### src/rtl/note_tone_gen.sv
// Square-wave tone generator: turns the sequencer's 5-bit note index into a
// speaker drive at the matching pitch, with rests, enable gating and clean retunes.
module note_tone_gen #(
    parameter int REST_MIN  = 24,
    parameter int SIM_SHIFT = 0
) (
    input  logic       clk,
    input  logic       rst_n,
    input  logic       en,
    input  logic [4:0] note,
    output logic       spk,
    output logic       playing
);

    localparam int         CW     = 17;
    localparam logic [4:0] REST_Q = 5'(REST_MIN);

    logic [4:0]    note_q;
    logic [CW-1:0] cnt;
    logic [4:0]    semi;
    logic [4:0]    oct;
    logic [CW-1:0] base;
    logic [CW-1:0] shifted;
    logic [CW-1:0] half;
    logic          change;
    logic          rest_q;
    logic          rest_new;
    logic          terminal;

    // Half-period counts at 50 MHz for the lowest octave, A3 upward.
    function automatic logic [CW-1:0] base_count(input logic [4:0] s);
        logic [CW-1:0] r;
        case (s)
            5'd0:    r = 17'd113636;
            5'd1:    r = 17'd107258;
            5'd2:    r = 17'd101239;
            5'd3:    r = 17'd95556;
            5'd4:    r = 17'd90193;
            5'd5:    r = 17'd85131;
            5'd6:    r = 17'd80353;
            5'd7:    r = 17'd75843;
            5'd8:    r = 17'd71586;
            5'd9:    r = 17'd67568;
            5'd10:   r = 17'd63776;
            5'd11:   r = 17'd60196;
            default: r = 17'd113636;
        endcase
        return r;
    endfunction

    always_comb begin
        semi     = note_q % 5'd12;
        oct      = note_q / 5'd12;
        base     = base_count(semi);
        shifted  = base >> (int'(oct) + SIM_SHIFT);
        half     = (shifted < 17'd2) ? 17'd2 : shifted;
        change   = (note != note_q);
        rest_q   = (note_q >= REST_Q);
        rest_new = (note >= REST_Q);
        terminal = (cnt == half - 17'd1);
    end

    // NOTE: state is updated with non-blocking assignments so every branch
    // sees the pre-edge values of cnt/spk, regardless of statement order.
    always_ff @(posedge clk or negedge rst_n) begin
        if (!rst_n) begin
            note_q  <= REST_Q;
            cnt     <= '0;
            spk     <= 1'b0;
            playing <= 1'b0;
        end else begin
            note_q <= note;
            if (!en) begin
                cnt     <= '0;
                spk     <= 1'b0;
                playing <= 1'b0;
            end else if (change) begin
                // Retune restarts the count; a coinciding terminal count is dropped.
                cnt     <= '0;
                spk     <= rest_new ? 1'b0 : spk;
                playing <= ~rest_new;
            end else if (rest_q) begin
                cnt     <= '0;
                spk     <= 1'b0;
                playing <= 1'b0;
            end else begin
                playing <= 1'b1;
                if (terminal) begin
                    cnt <= '0;
                    spk <= ~spk;
                end else begin
                    cnt <= cnt + 17'd1;
                end
            end
        end
    end

endmodule

### config.mk
export PLATFORM = sky130hd
export DESIGN_NAME = note_tone_gen
export DESIGN_NICKNAME = d
export VERILOG_FILES = /design/src/rtl/note_tone_gen.sv
export SDC_FILE = /design/constraint.sdc
export NUM_CORES = 1
export LEC_CHECK = 0
export ABC_AREA = 1
export CAP_MARGIN = 10
export CORE_UTILIZATION = 40
export CTS_CLUSTER_SIZE = 14
export DETAILED_ROUTE_END_ITERATION = 10
export PLACE_DENSITY = 0.6
export SLEW_MARGIN = 20
export SYNTH_ARGS = -nofsm -noshare
export SYNTH_HDL_FRONTEND = slang
export SYNTH_SLANG_ARGS = --single-unit
### constraint.sdc
create_clock -name clk -period 3.39 [get_ports clk]
set_input_delay 0.678 -clock clk [delete_from_list [all_inputs] [get_ports clk]]
set_output_delay 0.678 -clock clk [all_outputs]
set_load 0.01 [all_outputs]
# Word level (Yosys, flattened, before mapping)
# Memories as Yosys holds them, arrays and structs flattened.
# Index checks and enable logic that the tools add are counted.
# totals
input_bits	8
regBits	24
output_inout_bits	2
wordCells	34
mem_bits_ro	272
mem_count	1
# op_classes
bitwise_logic	2
shift	1
n_reduce_logical	1
magnitude_cmp	3
add_sub_neg	2
n_eq_ne	4
div_mod_pow	2
muxes	14
# mem_list
memory	words	width	read_ports	rd_clocked_by_memory_dff	write_ports	line	rtl
(no name shown)	16	17	1	0	0	33	case (s)
# op_table
op	count
2-to-1 mux 17 bit	6
adder 17 x 1 -> 17 bit, second input constant	1
equality test 17 bit	1
< comparator 17 x 2 -> 1 bit, second input constant	1
>> shifter 17 x 5 -> 17 bit	1
subtractor 17 x 1 -> 17 bit, second input constant	1
greater-or-equal comparator 5 bit, second input constant	2
2-to-1 mux 1 bit	8
divider 5 x 4 -> 5 bit, second input constant	1
modulo 5 x 4 -> 5 bit, second input constant	1
inequality test 5 bit	1
inequality test 4 x 1 -> 1 bit, second input constant	1
inequality test 3 x 2 -> 1 bit, second input constant	1
NOT 1 bit	2
AND reduction 2 bit	1

# Longest topological paths before layout
# An unclocked memory read counts as a cell.
# depth
depth_word	12
ltp_mapped	26
mapped_depth_nobuf	25

# Least setup slack after synthesis
# No wires, ideal clock.
# synth_path
kind	reg2reg
start	register note_q[3]
end	register cnt[14]
t_arrival_ns	2.715
path_buffers	4
setup_ns	0.128
path_stages_with_launch	25
setup_slack_ns	0.547
t_required_ns	3.262
path_cell_list	dfstp_2 buf_6 inv_2 nand2_4 nand2_1 inv_1 buf_4 buf_2 nand3_1 nand3_1 nand2_1 inv_1 ha_1 nand3_2 nor2_4 nand2_1 nand3_1 nand2_1 inv_1 nand2_1 nor2_1 nand3_2 nand2_4 buf_12 nor3_2
# synth_between
elab_chain_len	12
word_cells_on_any_way	15
cone_classes	1 x add/sub; 2 x div; 2 x order compare; 2 x eq/ne; 1 x shift; 6 x mux; 1 x memory
# synth_lines
item	line	rtl
from (decl)	18	logic [4:0] note_q;
from (signal assigned)	72	note_q <= note;
modulo 5 x 4 -> 5 bit	52	semi = note_q % 5'd12;
memory (16 x 17 bit)	n/a	
2-to-1 mux 17 bit	33	
>> shifter 17 x 5 -> 17 bit	55	shifted = base >> (int'(oct) + SIM_SHIFT);
< comparator 17 x 2 -> 1 bit	56	half = (shifted < 17'd2) ? 17'd2 : shifted;
2-to-1 mux 17 bit	56	
subtractor 17 x 1 -> 17 bit	60	terminal = (cnt == half - 17'd1);
equality test 17 bit	60	
2-to-1 mux 17 bit	88	if (terminal) begin
2-to-1 mux 17 bit	82	end else if (rest_q) begin
2-to-1 mux 17 bit *	77	end else if (change) begin
2-to-1 mux 17 bit *	73	if (!en) begin
to (signal assigned)	92	cnt <= cnt + 17'd1;
to (decl)	19	logic [CW-1:0] cnt;
# Mark *: on every way between the ends. The rest lies on a longest branch, timed or not.
# A chain may end at the register's enable or synchronous reset.

# Worst setup path after layout
# layout_path
start	register note_q[4]
end	register cnt[14]
# The elaborated chain is that of the path after synthesis.

==> flow_summary.ini <==
[run_status]
status = finished, final reports clean

[sta]
max_freq_mhz = 317.7
period_needed_ns = 3.148
drv_slew = 0
clock_skew_ns = 0.002699
slew_headroom_pct = 70.92
final.period_utilization_pct = 92.85
hold_viol_final = 0
tightest_slew_ns = 0.4343
finalSetupViolCount = 0

[pwr]
leakagePower_nw = 1.470
ir_drop_v = 0.0001807
powerDensity_mw_per_mm2 = 299.0

[cts]
clock_latency_ns = 0.28
clock_sinks = 24
clkSlewWorstSetupHoldPaths_ns = 0.09
cts_tree = yes
cts-root-buf = clkbuf_8
cts_buffer_depth = 2
h-tree-depth = 1
cts_buffers = 3

[yosys]
synth-simple-area-share_pct = 53.60
avgSynthCellArea_um2 = 6.442
synthTopCellsByArea = dfrtp_1 (20%), nand2_1 (17%), nand3_1 (15%), inv_1 (6.0%), nor2_1 (4.3%)
synthXorXnorAreaFrac_pct = 5.131
async_flop_share_pct = 100.0
synth_cell_types = 37
ys.flop_type = dfrtp_1
yosys.area_share.adder_pct = 4.123
netlist_area_mm2 = 0.002731
synth_top_family_by_area = simple AND/OR/NAND/NOR gates
synthCells = 424
synth-edff-count = 0
synth_top_area_share_pct = 20.16
synth-compound-area-share_pct = 3.802
yosys-top-cells-count = nand2_1 (121), nand3_1 (83), inv_1 (44)
synth_warnings = 0
yosysMostFrequentCell = nand2_1
ys_seq_area_share_pct = 22.08
yosys.area.top_type = dfrtp_1
ys_seq_elements = 24
muxShareOfSynthArea_pct = 0
syn_nets = 441

[drt]
wirelength_um = 6851
vias = 2775
routedWlPerCell_um = 13.02
first_pass_iters = 5
vias_per_cell = 5.276
drt_iter0_drc = 197
antenna_left = 0
drc_errors = 0

[layout]
fin_util_pct = 47.89
drive_gt1_share_pct = 17.15
seqCellArea_um2 = 603.1
final_cell_area_mm2 = 0.003093
multi_input_area_mm2 = 0.001837
layout.nets = 467
syn_to_final_growth_pct = 13.24
antenna_cells = 0
fillers = 656

[hold_path]
hold_path_class = flop to flop

[setup_path]
critical_path_class = flop to flop
cpPeakStageDelay_ns = 0.63
worstPathMaxFanout = 10
crit_required_ns = 3.55
endpoint_kind = flop
slowest_stage = dfstp_2
cp.arrival_ns = 3.31
crit_top_cell = nand2_1
cp-start-kind = flop
path_cells = nand2_4 -> nand2_1 -> nand2_4 -> buf_4 -> o211ai_1 -> nand2_1 -> nand3_1 -> nand2_1 -> inv_1 -> ha_1 -> nand3_2 -> nor2_4 -> nand2_1 -> nand3_1 -> nand2_1 -> inv_1 -> nand2_1 -> nor2_1 -> nand3_2 -> nand2_8 -> buf_4 -> nor3_2

[floorplanning]
initial_core_util_pct = 42.29
die_width_um = 84.64
core_area_mm2 = 0.006459
rows = 29
die_h_um = 84.64
io_pins = 10
die-area_mm2 = 0.007163

[placed_design]
io_buffer_count = 9
dp_hpwl_um = 5399
dpl-instance-area_mm2 = 0.002880
gp_congestion = 0.8747

[grt]
grt.overflow.total = 0
antenna_found_initial = 0
track_usage_pct = 20.00
grt_pass1_vias = 2483
grt_start_max_net_pins = 25
grt_first_pass_wirelength_um = 11630

[job]
maxCapViolations = 0
## final cells by class
type                       count  share of cell area (%)
inverter                      48                   6.068
multi-input combinational    338                   59.38
clock buffer                   3                   1.335
tap                           77                   3.115
timing repair buffer          35                   9.628
clock inverter                 1                  0.9709
sequential                    24                   19.50
## routing by layer
| metal | vias up | global-route usage [%] | wire (um) |
|---|---|---|---|
| li1 | 1439 | - | - |
| met3 | 10 | 1.377 | 242 |
| met2 | 62 | 31.12 | 3084 |
| met5 | - | 0 | 0 |
| met4 | 0 | 6.934 | 114 |
| met1 | 1264 | 29.23 | 3409 |
## logic make-up (layout without fill, tap and decap cells)
group,after synthesis,in the layout
AOI/OAI and AO/OA,15,15
xor gates and xnor gates,16,16
adders and majority gates,9,9
buffers and inverters,62,87
DFF,24,24
and+or+nand+nor,298,298
## repair_timing
action,CTS,global route
hold buffers,0,0
setup buffers,0,15
setup endpoints to repair,0,11
hold endpoints to repair,0,0
resized for setup,0,3
## sequential cells by signal (all words and copies together) (netlist names)
register and count:
spk 1, note_q 5, playing 1, cnt 17
## through the flow
| step | setup TNS [ns] | instances | worst slack, ns | power (mW) | hold WS [ns] |
|---|---|---|---|---|---|
| detailed placement | 0 | 507 | 0.1558 | 0.6521 | 0.4880 |
| global route | -0.01552 | 526 | -0.01286 | 0.9911 | 0.5483 |
| CTS | 0 | 511 | 0.1463 | 0.9150 | 0.5106 |
| floorplan | 0 | 424 | 0.5467 | 0.5770 | 0.3824 |
| finish | 0 | 526 | 0.2423 | 0.9248 | 0.5034 |
| global placement | 0 | 507 | 0.2444 | 0.6507 | 0.4889 |
## worst max-delay path: cells and delay by family (launching register included)
family | cells | cell delay (ns)
AND/OR/NAND/NOR | 16 | 1.65
flip-flops | 1 | 0.63
buffers and inverters | 4 | 0.41
adder cells (fa/ha/maj) | 1 | 0.18
AO/OA/AOI/OAI | 1 | 0.15
## report_power, final
part | internal [mW] | switching (mW) | total (mW)
Sequential | 0.291 | 0.00631 | 0.298
Clock | 0.158 | 0.101 | 0.260
Combinational | 0.132 | 0.235 | 0.368
## placed cells by master, fill, tap and decap left out, types with 10 or more instances in the layout
cell	count
nor2_1	31
xor2_1	12
buf_4	25
nand4_1	10
nand3_1	83
dfrtp_1	22
nor3_1	11
inv_1	43
nand2_1	121
## final timing paths
path	slack (ns)	to	cells after the start	start
min in group asynchronous	0.75	cnt[12]	2	rst_n
max in group asynchronous	2.35	note_q[4]	2	rst_n
max reg2reg	0.24	cnt[14]	22	note_q[4]
min	0.50	spk	2	spk
max	0.24	cnt[14]	22	note_q[4]
min reg2reg	0.50	spk	2	spk
No activity file was read; power rests on OpenSTA's default activity.
